**config.mk**
```make
export PLATFORM = sky130hd
export DESIGN_NAME = rvm_ctrl_seq_flat
export DESIGN_NICKNAME = d
export VERILOG_FILES = /design/src/rtl/rvm_ctrl_seq_if.sv /design/src/rtl/rvm_ctrl_seq.sv /design/src/flat_wrapper.sv
export SDC_FILE = /design/constraint.sdc
export NUM_CORES = 1
export LEC_CHECK = 0
export CORE_MARGIN = 5
export CORE_UTILIZATION = 34
export DETAILED_ROUTE_END_ITERATION = 6
export PLACE_DENSITY_LB_ADDON = 0.3
export SETUP_SLACK_MARGIN = 0.4
export SLEW_MARGIN = 0
export SYNTH_ARGS = -nofsm -noshare
export SYNTH_HDL_FRONTEND = slang
export SYNTH_SLANG_ARGS = --single-unit
```
**constraint.sdc**
```tcl
create_clock -name clk -period 3.6 [get_ports clk]
set_input_delay 1.08 -clock clk [delete_from_list [all_inputs] [get_ports clk]]
set_output_delay 1.08 -clock clk [all_outputs]
set_load 0.05 [all_outputs]
```
**src/rtl/rvm_ctrl_seq_if.sv**
```systemverilog
// rtl/rvm_ctrl_seq_if.sv - instruction/data memory req/gnt handshake bundle
interface rvm_ctrl_seq_if;
   logic imem_req;
   logic imem_gnt;
   logic imem_err;
   logic dmem_req;
   logic dmem_wen;
   logic dmem_gnt;
   logic dmem_err;

   modport master (
      output imem_req, input imem_gnt, input imem_err,
      output dmem_req, output dmem_wen, input dmem_gnt, input dmem_err
   );

   modport slave (
      input imem_req, output imem_gnt, output imem_err,
      input dmem_req, input dmem_wen, output dmem_gnt, output dmem_err
   );
endinterface

```
**src/rtl/rvm_ctrl_seq.sv**
```systemverilog
// rtl/rvm_ctrl_seq.sv - multi-cycle control sequencer with req/gnt timeouts and traps
module rvm_ctrl_seq #(
   parameter int CNT_W   = 64,
   parameter int TIMEOUT = 16
) (
   input  logic             clk,
   input  logic             resetn,
   rvm_ctrl_seq_if.master   mem,
   input  logic             dec_illegal,
   input  logic             dec_is_load,
   input  logic             dec_is_store,
   input  logic             dec_writes_rd,
   input  logic             irq,
   output logic             ctl_ir_wen,
   output logic             ctl_rf_wen,
   output logic             ctl_pc_wen,
   output logic             ctl_trap,
   output logic [4:0]       ctl_trap_cause,
   output logic [2:0]       ctl_state,
   output logic [CNT_W-1:0] cycle_cnt,
   output logic [CNT_W-1:0] instret_cnt
);
   localparam logic [2:0] S_FETCH     = 3'd0;
   localparam logic [2:0] S_DECODE    = 3'd1;
   localparam logic [2:0] S_EXECUTE   = 3'd2;
   localparam logic [2:0] S_MEMORY    = 3'd3;
   localparam logic [2:0] S_WRITEBACK = 3'd4;
   localparam logic [2:0] S_TRAP      = 3'd5;

   localparam int WAIT_W = $clog2(TIMEOUT + 1);

   logic [2:0]        state;
   logic [2:0]        state_nxt;
   logic [4:0]        cause;
   logic [4:0]        cause_nxt;
   logic [WAIT_W-1:0] wait_cnt;
   logic              store_q;
   logic              timeout_hit;
   logic              req_wait;

   // The TIMEOUT-th ungranted cycle is the one where the counter already holds TIMEOUT-1.
   assign timeout_hit = (wait_cnt == WAIT_W'(TIMEOUT - 1));
   assign req_wait    = (state == S_FETCH  && !mem.imem_gnt) ||
                        (state == S_MEMORY && !mem.dmem_gnt);

   always_comb begin
      state_nxt = state;
      cause_nxt = cause;
      case (state)
         S_FETCH: begin
            if (mem.imem_gnt) begin
               if (mem.imem_err) begin
                  state_nxt = S_TRAP;
                  cause_nxt = 5'd1;
               end else begin
                  state_nxt = S_DECODE;
               end
            end else if (timeout_hit) begin
               state_nxt = S_TRAP;
               cause_nxt = 5'd1;
            end
         end
         S_DECODE: begin
            if (irq) begin
               state_nxt = S_TRAP;
               cause_nxt = 5'h1B;
            end else if (dec_illegal) begin
               state_nxt = S_TRAP;
               cause_nxt = 5'd2;
            end else begin
               state_nxt = S_EXECUTE;
            end
         end
         S_EXECUTE: begin
            state_nxt = (dec_is_load || dec_is_store) ? S_MEMORY : S_WRITEBACK;
         end
         S_MEMORY: begin
            if (mem.dmem_gnt && !mem.dmem_err) begin
               state_nxt = S_WRITEBACK;
            end else if (mem.dmem_gnt || timeout_hit) begin
               state_nxt = S_TRAP;
               cause_nxt = store_q ? 5'd7 : 5'd5;
            end
         end
         default: state_nxt = S_FETCH;
      endcase
   end

   always_ff @(posedge clk or negedge resetn) begin
      if (!resetn) begin
         state       <= S_FETCH;
         cause       <= '0;
         wait_cnt    <= '0;
         store_q     <= 1'b0;
         cycle_cnt   <= '0;
         instret_cnt <= '0;
      end else begin
         state     <= state_nxt;
         cause     <= cause_nxt;
         cycle_cnt <= cycle_cnt + CNT_W'(1);
         // Any state change clears the counter, which covers entry to FETCH and MEMORY.
         if (state_nxt != state) begin
            wait_cnt <= '0;
         end else if (req_wait) begin
            wait_cnt <= wait_cnt + WAIT_W'(1);
         end
         if (state == S_EXECUTE) begin
            store_q <= dec_is_store;
         end
         if (state == S_WRITEBACK) begin
            instret_cnt <= instret_cnt + CNT_W'(1);
         end
      end
   end

   // resetn gates the decoded outputs so requests drop the instant reset asserts.
   assign mem.imem_req   = resetn && (state == S_FETCH);
   assign mem.dmem_req   = resetn && (state == S_MEMORY);
   assign mem.dmem_wen   = resetn && (state == S_MEMORY) && store_q;
   assign ctl_ir_wen     = resetn && (state == S_FETCH) && mem.imem_gnt && !mem.imem_err;
   assign ctl_rf_wen     = resetn && (state == S_WRITEBACK) && dec_writes_rd && !dec_is_store;
   assign ctl_pc_wen     = resetn && ((state == S_WRITEBACK) || (state == S_TRAP));
   assign ctl_trap       = resetn && (state == S_TRAP);
   assign ctl_trap_cause = cause;
   assign ctl_state      = state;
endmodule

```
**src/flat_wrapper.sv**
```systemverilog
// flat-port wrapper written by rule: the top's interface ports become plain ports
module rvm_ctrl_seq_flat 
#(
   parameter int CNT_W   = 64,
   parameter int TIMEOUT = 16
)
  (clk, resetn, dec_illegal, dec_is_load, dec_is_store, dec_writes_rd, irq, ctl_ir_wen, ctl_rf_wen, ctl_pc_wen, ctl_trap, ctl_trap_cause, ctl_state, cycle_cnt, instret_cnt, mem_imem_req, mem_imem_gnt, mem_imem_err, mem_dmem_req, mem_dmem_wen, mem_dmem_gnt, mem_dmem_err);
  rvm_ctrl_seq_if mem_i ();
  input  logic clk;
  input  logic resetn;
  input  logic dec_illegal;
  input  logic dec_is_load;
  input  logic dec_is_store;
  input  logic dec_writes_rd;
  input  logic irq;
  output logic ctl_ir_wen;
  output logic ctl_rf_wen;
  output logic ctl_pc_wen;
  output logic ctl_trap;
  output logic [4:0] ctl_trap_cause;
  output logic [2:0] ctl_state;
  output logic [CNT_W-1:0] cycle_cnt;
  output logic [CNT_W-1:0] instret_cnt;
  output wire logic [$bits(mem_i.imem_req)-1:0] mem_imem_req;
  input wire logic [$bits(mem_i.imem_gnt)-1:0] mem_imem_gnt;
  input wire logic [$bits(mem_i.imem_err)-1:0] mem_imem_err;
  output wire logic [$bits(mem_i.dmem_req)-1:0] mem_dmem_req;
  output wire logic [$bits(mem_i.dmem_wen)-1:0] mem_dmem_wen;
  input wire logic [$bits(mem_i.dmem_gnt)-1:0] mem_dmem_gnt;
  input wire logic [$bits(mem_i.dmem_err)-1:0] mem_dmem_err;
  assign mem_imem_req = mem_i.imem_req;
  assign mem_i.imem_gnt = mem_imem_gnt;
  assign mem_i.imem_err = mem_imem_err;
  assign mem_dmem_req = mem_i.dmem_req;
  assign mem_dmem_wen = mem_i.dmem_wen;
  assign mem_i.dmem_gnt = mem_dmem_gnt;
  assign mem_i.dmem_err = mem_dmem_err;
  rvm_ctrl_seq #(.CNT_W(CNT_W), .TIMEOUT(TIMEOUT)) u_core (.clk(clk), .resetn(resetn), .mem(mem_i), .dec_illegal(dec_illegal), .dec_is_load(dec_is_load), .dec_is_store(dec_is_store), .dec_writes_rd(dec_writes_rd), .irq(irq), .ctl_ir_wen(ctl_ir_wen), .ctl_rf_wen(ctl_rf_wen), .ctl_pc_wen(ctl_pc_wen), .ctl_trap(ctl_trap), .ctl_trap_cause(ctl_trap_cause), .ctl_state(ctl_state), .cycle_cnt(cycle_cnt), .instret_cnt(instret_cnt));
endmodule
```
== Yosys cells after proc, flatten, opt, wreduce, memory -nomap -nowiden ==
Index checks and enable logic that the tools add are counted.
Storage, ports and cells
  memory bits (read-only): 0
  input port bits: 11
  bits in latches: 0
  memories kept: 0
  flip-flop bits (word level): 142
  memory bits (writable): 0
Operators by class
  magnitude comparators: 0
  reductions and logical operators: 26
  bitwise logic cells: 0
  div/mod/pow operators: 0
  shift-type cells: 0
  add/sub/neg operators: 3
  eq/ne operators: 12
  multipliers: 0
  muxes and demuxes: 20
Operators with widths (count)
  adder 64 x 1 -> 64 bit (second input constant): 2
  two-way mux 5 bit: 9
  two-way mux 3 bit: 8
  one-hot mux 5 bit (3 select lines): 1
  logical AND 1 bit: 13
  one-hot mux 3 bit (4 select lines): 1
  == test 3 x 2 -> 1 bit (second input constant): 2
  == test 3 bit (second input constant): 2
  inequality test 3 bit (second input constant): 2
  AND reduction 6 bit: 1
  adder 5 x 1 -> 5 bit (second input constant): 1
  == test 5 x 4 -> 1 bit (second input constant): 1
  logical NOT 1 bit: 5
  logical OR 1 bit: 4
  == test 3 x 1 -> 1 bit (second input constant): 1
  logical NOT 3 bit: 1
  inequality test 3 x 2 -> 1 bit (second input constant): 1
  inequality test 3 bit: 1
  nonzero test 3 bit: 1
  two-way mux 2 bit: 1
  inequality test 2 x 1 -> 1 bit (second input constant): 1
  inequality test 2 bit (second input constant): 1
  nonzero test 2 bit: 1

== Longest topological paths before layout ==
Gate-level depths: netlist of the first run.
  depth after elaboration: 7
  depth in mapped cells: 8
  depth with buffers taken out: 8

== Least setup slack after synthesis of the first run ==
OpenSTA, ideal clock, no wires.
  kind: register to output
  from: register u_core.state[1] (netlist: u_core.ctl_state[1])
  to: output port ctl_ir_wen
  cell stages (with the launch flop): 5
  arrival: 2.094 ns
  path slack: 0.426 ns
  path through: dfrtp_1 > clkbuf_1 > nor3_1 > and2_1 > and3b_1
Between the ends
  word-level cells in the longest chain between the ends: 4
Ends and longest elaborated chain
  from (decl): line rvm_ctrl_seq.sv:32  | logic [2:0] state;
  from (signal assigned): line rvm_ctrl_seq.sv:98  | state <= state_nxt;
  logical NOT 3 bit
  logical AND 1 bit
  named net mem_imem_req: line flat_wrapper.sv:24  | output wire logic [$bits(mem_i.imem_req)-1:0] mem_imem_req;
  logical AND 1 bit (2 in a row): line rvm_ctrl_seq.sv:120  | assign ctl_ir_wen = resetn && (state == S_FETCH) && mem.imem_gnt && !mem.imem_err;
  to (decl): line flat_wrapper.sv:16  | output logic ctl_ir_wen;
The timed path passes the listed nets, and every way through them passes these cells.

== Worst setup path in the final report of the first run ==
  from: input port dec_is_store
  to: output port ctl_rf_wen
Between the ends
  word-level cells in the longest chain between the ends: 2
Ends and longest elaborated chain
  from (decl): line flat_wrapper.sv:13  | input logic dec_is_store;
  logical NOT 1 bit: line rvm_ctrl_seq.sv:121  | assign ctl_rf_wen = resetn && (state == S_WRITEBACK) && dec_writes_rd && !dec_is_store;
  logical AND 1 bit: line rvm_ctrl_seq.sv:121
  to (decl): line flat_wrapper.sv:17  | output logic ctl_rf_wen;
No other way between the ends.

==> out/results.ini, run 1 <==
[outcome]
status=finished clean

[routing]
vias=5186
drt_iter0_drc=229
routed_wl_mm=16.2
wl_per_cell_microns=15.0
vias_per_cell=4.83
drc=0
ant_nets=0
drt_pre_antenna_iters=4

[power_and_ir_drop]
power.leakage_nw=4.00
sequentialPowerShare_pct=40.9
switchingPower_mw=1.28
pwr-share-clk_pct=41.4
switching_power_as_a_share_of_total_power_pct=29.5
comb_power_share_pct=17.7
power-per-cell-area_nw_per_um2=474
ir_worst_vdd_mv=0.311
internal_power_mw=3.07

[clocking]
cts_root_buffer=sky130_fd_sc_hd__clkbuf_16
post-cts-setup-buffer-count=0
tritoncts=done
ctsLongestPathBuffers=2
clock_sink_count=141
clk_pin_slew_worst_paths_ns=0.06
cts.htree.levels=4
cts.repair.resized=0
cts-buffers-inserted=17
worst_skew_pair.late_latency_ns=0.41
cts_hold_fix_bufs=0

[setup_path]
crit_path_start_kind=input port
ff2ff_path_depth=5
worstReg2RegEnd=u_core.instret_cnt[53]
rrSetupSlack_ns=0.99
setup.worst_path.end_class=primary output
reg2reg_from=u_core.ctl_state[2]
worstSetupPathType=in -> out
critical_path_peak_fanout=4
arrival_ns=2.03
critical_path_required_ns=2.52

[floorplanning]
core_area_sq_um=19300
die_height_microns=150
die_area_sq_um=22400
die_w_microns=150
initial_core_utilization_pct=34.4
site_row_count=51
design.portCount=154

[final_layout]
layout.nets=811
post-route-util_pct=47.5
finalInstanceArea_sq_um=9180
layout-drive-gt1-share_pct=7.66
filler_cell_count=1796
layout-area-overhead-vs-synth_pct=38.2
antenna-diode-count=0

[timing]
worst-slew-pin-transition_ns=0.876
setup_viol=0
fin_setup_tns_ns=0
clock_skew_ns=0.0110
max_slew_margin_pct=41.6
final_worst_hold_slack_ns=0.463
finalWorstPathRequiredPeriod_ns=3.11
fin_crit_sh_pct=86.3
rsz0062_at_grt=false
max_freq_ghz=0.322
hold_viol_final=0
final_max_slew_viol_count=0

[logic_synthesis]
netlist.top_cell.by_area=sky130_fd_sc_hd__dfrtp_1
synth.lib_cells_used.distinct=43
post_synthesis_register_bit_count=141
yosys-top-cells-area=sky130_fd_sc_hd__dfrtp_1, sky130_fd_sc_hd__xor2_1, sky130_fd_sc_hd__xnor2_1
syn-cell-area_sq_um=6650
synth-warning-count=0
yosys.area.top_type_share_pct=53.1
avgSynthCellArea_sq_um=10.6
synth-seq-area-share_pct=53.1
synth_cells=629
synthesis.nets=644

[placement]
placement.cell_area_sq_um=8570
place.port_buffers=153
post-dp-hpwl_mm=11.6
gp_routability_congestion=0.779

[global_route]
number_of_antenna_violations_at_the_first_check_in_global_routing=0
first_pass_grt_wire_length_mm=26.9
pin_count_of_the_biggest_net_entering_global_routing=70
first_global_vias=5131
grt.overflow.total=0
global_route.usage.total_pct=14.8

[min_path]
min_from=u_core.instret_cnt[63]
min_path_type=reg -> reg
min_delay_worst_endpoint=u_core.instret_cnt[63]
worst_hold_path.num_cells=1

[run]
max_cap_viol_count=0

-- cell usage after synthesis, drive strengths merged --
| cell | instances |
|---|---|
| o311ai | 1 |
| xor2 | 65 |
| o21ai | 3 |
| and3b | 2 |
| nor3 | 32 |
| a31o | 1 |
| a21oi | 5 |
| nor2 | 53 |
| a32o | 1 |
| nor4b | 3 |
| nand4bb | 1 |
| nor3b | 2 |
| inv | 24 |
| dfrtp | 141 |
| nand2 | 53 |
| nor4bb | 1 |
| nand3 | 44 |
| xnor2 | 63 |
| mux2 | 6 |
| or3 | 6 |
| and3 | 15 |
| ha | 4 |
| nor4 | 19 |
| or4 | 4 |
| and2 | 7 |
| nand2b | 5 |
| nand3b | 1 |
| a211o | 2 |
| mux2i | 1 |
| or2 | 1 |
| buf | 3 |
| a211oi | 1 |
| and4 | 6 |
| and4b | 1 |
| nand4 | 45 |
| clkbuf | 7 |
-- worst max-delay path by stage --
stage | start | end | slack [ns] | cells past startpoint
after detailed placement | dec_is_store | ctl_rf_wen | 0.48 | 3
after CTS | u_core.ctl_state[1] | ctl_state[1] | 0.47 | 1
final | dec_is_store | ctl_rf_wen | 0.49 | 3
after global placement | dec_is_store | ctl_rf_wen | 0.49 | 3
after global routing | u_core.ctl_state[1] | ctl_state[1] | 0.42 | 1
after floorplan | u_core.ctl_state[1] | ctl_ir_wen | 0.43 | 4
-- per-layer routing --
layer	global-route usage [%]	vias up	wire, microns
met5	0	-	0
met4	4.25	0	180
met3	3.91	13	757
met2	22.6	106	7450
met1	20.7	2543	7770
li1	-	2524	-
-- sequential cells by signal (all words and copies together), names as in the netlist --
name	count
u_core.store_q	1
u_core.cycle_cnt	64
u_core.ctl_state	3
u_core.ctl_trap_cause	4
u_core.instret_cnt	64
u_core.wait_cnt	5
-- critical path, stage by stage --
cell and delay (ns):
sky130_fd_sc_hd__clkdlybuf4s50_1 0.47, sky130_fd_sc_hd__and4b_1 0.33, sky130_fd_sc_hd__buf_12 0.15
-- placed cells by master (no fill, tap or decap), types with 7 or more instances in the layout --
master                            instances
sky130_fd_sc_hd__inv_1                   24
sky130_fd_sc_hd__xor2_1                  65
sky130_fd_sc_hd__clkdlybuf4s50_1        145
sky130_fd_sc_hd__nor2_1                  53
sky130_fd_sc_hd__nor4_1                  17
sky130_fd_sc_hd__nand2_1                 53
sky130_fd_sc_hd__clkbuf_16               17
sky130_fd_sc_hd__nand4_1                 43
sky130_fd_sc_hd__nor3_1                  29
sky130_fd_sc_hd__nand3_1                 43
sky130_fd_sc_hd__buf_12                   7
sky130_fd_sc_hd__and2_1                   7
sky130_fd_sc_hd__xnor2_1                 63
sky130_fd_sc_hd__and3_1                  15
sky130_fd_sc_hd__dfrtp_1                141
-- power by group through the flow --
stage | clock, mW | combinational (mW) | sequential (mW)
global placement | 0 | 0.772 | 1.81
global route | 1.92 | 0.821 | 1.80
CTS | 1.84 | 0.780 | 1.78
detailed placement | 0 | 0.777 | 1.81
floorplan | 0 | 0.335 | 1.95
finish | 1.80 | 0.769 | 1.78
-- layout make-up --
class	count	area [sq um]	share of cell area (%)
clock buffer	19	443	4.82
timing repair buffer	158	1640	17.9
sequential	141	3530	38.4
multi-input combinational	454	2980	32.5
clock inverter	13	165	1.80
inverter	24	90.1	0.981
tap	265	332	3.61
-- stage by stage --
step | instances | setup slack (ns) | power [mW]
6_report | 1074 | 0.494 | 4.35
5_1_grt | 1074 | 0.415 | 4.54
4_1_cts | 1074 | 0.468 | 4.40
3_5_place_dp | 1042 | 0.481 | 2.59
3_3_place_gp | 1042 | 0.492 | 2.58
2_1_floorplan | 629 | 0.426 | 2.29
-- cells by family (layout without fill, tap and decap cells) --
family	after synthesis	after routing	share of synthesized area, %
AND/OR/NAND/NOR	301	301	24.7
buffers and inverters	34	214	2.01
flip-flops	141	141	53.1
adder cells (fa/ha/maj)	4	4	0.753
XOR/XNOR	128	128	16.9
multiplexers	7	7	1.17
AO/OA/AOI/OAI	14	14	1.39
(Power assumes the default switching activity.)
==> inputs of run 2 (changes only) <==
--- a/config.mk
+++ b/config.mk
@@ -6,7 +6,8 @@
 export NUM_CORES = 1
 export LEC_CHECK = 0
 export CORE_MARGIN = 5
-export CORE_UTILIZATION = 34
+export CORE_UTILIZATION = 50
+export CTS_CLUSTER_SIZE = 12
 export DETAILED_ROUTE_END_ITERATION = 6
 export PLACE_DENSITY_LB_ADDON = 0.3
 export SETUP_SLACK_MARGIN = 0.4
==> constraint.sdc (replaced) <==
create_clock -name clk -period 3.49 [get_ports clk]
set_input_delay 1.047 -clock clk [delete_from_list [all_inputs] [get_ports clk]]
set_output_delay 1.047 -clock clk [all_outputs]
set_load 0.05 [all_outputs]
==> out/results.ini, run 2 (synthesis results as in run 1) <==
[routing]
drt_pre_antenna_iters=4  ; unchanged
drc=0  ; unchanged
ant_nets=0  ; unchanged
routed_wl_mm=16.0  ; -0.76%
vias_per_cell=5.41  ; +12%
wl_per_cell_microns=16.3  ; +8.5%
drt_iter0_drc=368  ; +61%
vias=5312  ; +2.4%

[global_route]
first_pass_grt_wire_length_mm=26.8  ; -0.20%
first_global_vias=5407  ; +5.4%
global_route.usage.total_pct=20.7  ; +5.9 points
number_of_antenna_violations_at_the_first_check_in_global_routing=0  ; unchanged
pin_count_of_the_biggest_net_entering_global_routing=78  ; +11%
grt.overflow.total=0  ; unchanged

[placement]
post-dp-hpwl_mm=11.4  ; -1.2%
gp_routability_congestion=0.842  ; +8.1%
place.port_buffers=153  ; unchanged
dp.cells=950  ; -8.8%
placement.cell_area_sq_um=8440  ; -1.5%

[final_layout]
reg.largest.list=u_core.cycle_cnt: 64 flops, u_core.instret_cnt: 64 flops, u_core.wait_cnt: 5 flops
finalInstanceArea_sq_um=9060  ; -1.3%
layout.cells.most_common_list=sky130_fd_sc_hd__clkdlybuf4s50_1, sky130_fd_sc_hd__dfrtp_1, sky130_fd_sc_hd__xor2_1, sky130_fd_sc_hd__xnor2_1
final_common_cell=sky130_fd_sc_hd__clkdlybuf4s50_1
layout-drive-gt1-share_pct=7.07  ; -0.59 points
post-route-util_pct=69.0  ; +21 points
antenna-diode-count=0  ; unchanged
layout-area-overhead-vs-synth_pct=36.3
filler_cell_count=1014  ; -44%
fin_cells=982  ; -8.6%
layout.nets=808  ; -0.37%

[setup_path]
arrival_ns=1.99  ; -0.04 ns
critical_path_peak_fanout=4  ; unchanged
critical_path_required_ns=2.44  ; -0.08 ns
cpMaxStageDelayCell=sky130_fd_sc_hd__clkdlybuf4s50_1
crit_path_start_kind=input port
setup.worst_path.end_class=primary output
critical_path.cell_chain=clkdlybuf4s50_1 > and4b_1 > buf_12
timing.critical_path.slowest_cell_delay_ns=0.47  ; about the same
cpLargestDelayFamily=buffers and inverters
worstSetupPathType=in -> out
rrSetupSlack_ns=0.71  ; -0.28 ns
crit_buf_inv=2  ; unchanged

[clocking]
worst_skew_pair.late_latency_ns=0.42  ; about the same
post-cts-setup-buffer-count=0  ; unchanged
clk_pin_slew_worst_paths_ns=0.06  ; about the same
cts_hold_fix_bufs=0  ; unchanged
cts_root_buffer=sky130_fd_sc_hd__clkbuf_16
tritoncts=done
cts.repair.resized=0  ; unchanged
ctsLongestPathBuffers=2  ; unchanged
cts.htree.levels=4  ; unchanged
clock_sink_count=141  ; unchanged
cts-buffers-inserted=17  ; unchanged

[timing]
hold_viol_final=0  ; unchanged
max_slew_margin_pct=36.8  ; -4.8 points
setup_viol=0  ; unchanged
fin_crit_sh_pct=87.0
worst-slew-pin-transition_ns=0.948  ; +0.0723 ns
fin_setup_tns_ns=0  ; unchanged
rsz0062_at_grt=false
max_freq_ghz=0.329
final_max_slew_viol_count=0  ; unchanged
clock_skew_ns=0.0142  ; +0.00319 ns
finalWorstPathRequiredPeriod_ns=3.04

[power_and_ir_drop]
power-per-cell-area_nw_per_um2=495  ; +4.6%
design_power_total_mw=4.49  ; +3.2%
ir_worst_vdd_mv=0.444  ; +43%
power.leakage_nw=4.03  ; +0.79%

[floorplanning]
die_height_microns=125  ; -16%
core_area_sq_um=13100  ; -32%
initial_core_utilization_pct=50.6  ; +16 points
die_w_microns=125  ; -16%
die_area_sq_um=15700  ; -30%
design.portCount=154  ; unchanged
site_row_count=42  ; -18%

[run]
max_cap_viol_count=0  ; unchanged

[min_path]
min_path_type=reg -> reg

[outcome]
status=finished clean

## run 2: cell types whose count changed in the layout (fill, tap and decap cells not counted), moves of 2 or more
| cell | before | now |
|---|---|---|
| sky130_fd_sc_hd__buf_4 | 5 | 2 |
| sky130_fd_sc_hd__clkbuf_1 | 1 | 4 |
| sky130_fd_sc_hd__clkbuf_8 | 1 | 5 |
| sky130_fd_sc_hd__clkdlybuf4s50_1 | 145 | 143 |
| sky130_fd_sc_hd__clkinv_4 | 3 | 0 |
| sky130_fd_sc_hd__clkinvlp_4 | 4 | 0 |
| sky130_fd_sc_hd__dlymetal6s2s_1 | 0 | 2 |
## run 2: final cells by class
type | instances | area [sq um] | area share (%)
clock buffers | 26 | 509 | 5.62
clock inverters | 6 | 105 | 1.16
inverters | 24 | 90.1 | 0.994
multi-input cells | 454 | 2990 | 32.9
flip-flops and latches | 141 | 3530 | 38.9
well taps | 176 | 220 | 2.43
repair buffers | 155 | 1620 | 17.9
## run 2: worst paths after layout
path | from | to | depth (start not counted)
hold / removal | u_core.instret_cnt[63] | u_core.instret_cnt[63] | 1
min in group asynchronous | resetn | u_core.instret_cnt[0] | 1
setup / recovery | dec_is_store | ctl_rf_wen | 3
max in group asynchronous | resetn | u_core.cycle_cnt[53] | 2
hold reg to reg | u_core.instret_cnt[63] | u_core.instret_cnt[63] | 1
setup reg to reg | u_core.cycle_cnt[12] | u_core.cycle_cnt[58] | 5
## run 2: per-layer routing
layer	part of all wire (%)	track usage (%)	routed length, microns
met5	0	0	0
met4	1.3	7.53	203
met3	5.3	6.10	847
met2	49	32.8	7860
met1	44	27.1	7130
## run 2: stage by stage
| stage | hold WS [ns] | setup slack (ns) |
|---|---|---|
| global placement | 0.455 | 0.461 |
| floorplan | 0.494 | 0.425 |
| CTS | 0.469 | 0.432 |
| global route | 0.498 | 0.406 |
| detailed placement | 0.462 | 0.443 |
| finish | 0.463 | 0.455 |
## run 2: where the power goes
| group | switching (mW) | internal [mW] |
|---|---|---|
| sequential | 0.123 | 1.71 |
| combinational | 0.485 | 0.308 |
| clock | 0.645 | 1.22 |
| total | 1.25 | 3.24 |
## run 2: worst register-to-register path: cells and delay by family, from the launching register on
| kind | cells | cell delay (ns) |
|---|---|---|
| xor+xnor | 1 | 0.18 |
| simple gates | 4 | 2.08 |
| flops | 1 | 0.43 |
==> inputs of run 3 (changes only) <==
--- a/config.mk
+++ b/config.mk
@@ -11,6 +11,7 @@
 export DETAILED_ROUTE_END_ITERATION = 6
 export PLACE_DENSITY_LB_ADDON = 0.3
 export SETUP_SLACK_MARGIN = 0.4
+export SKIP_LAST_GASP = 1
 export SLEW_MARGIN = 0
 export SYNTH_ARGS = -nofsm -noshare
 export SYNTH_HDL_FRONTEND = slang
==> results of run 3 <==
No change in the layout: final DEF, timing and power equal those of run 2.
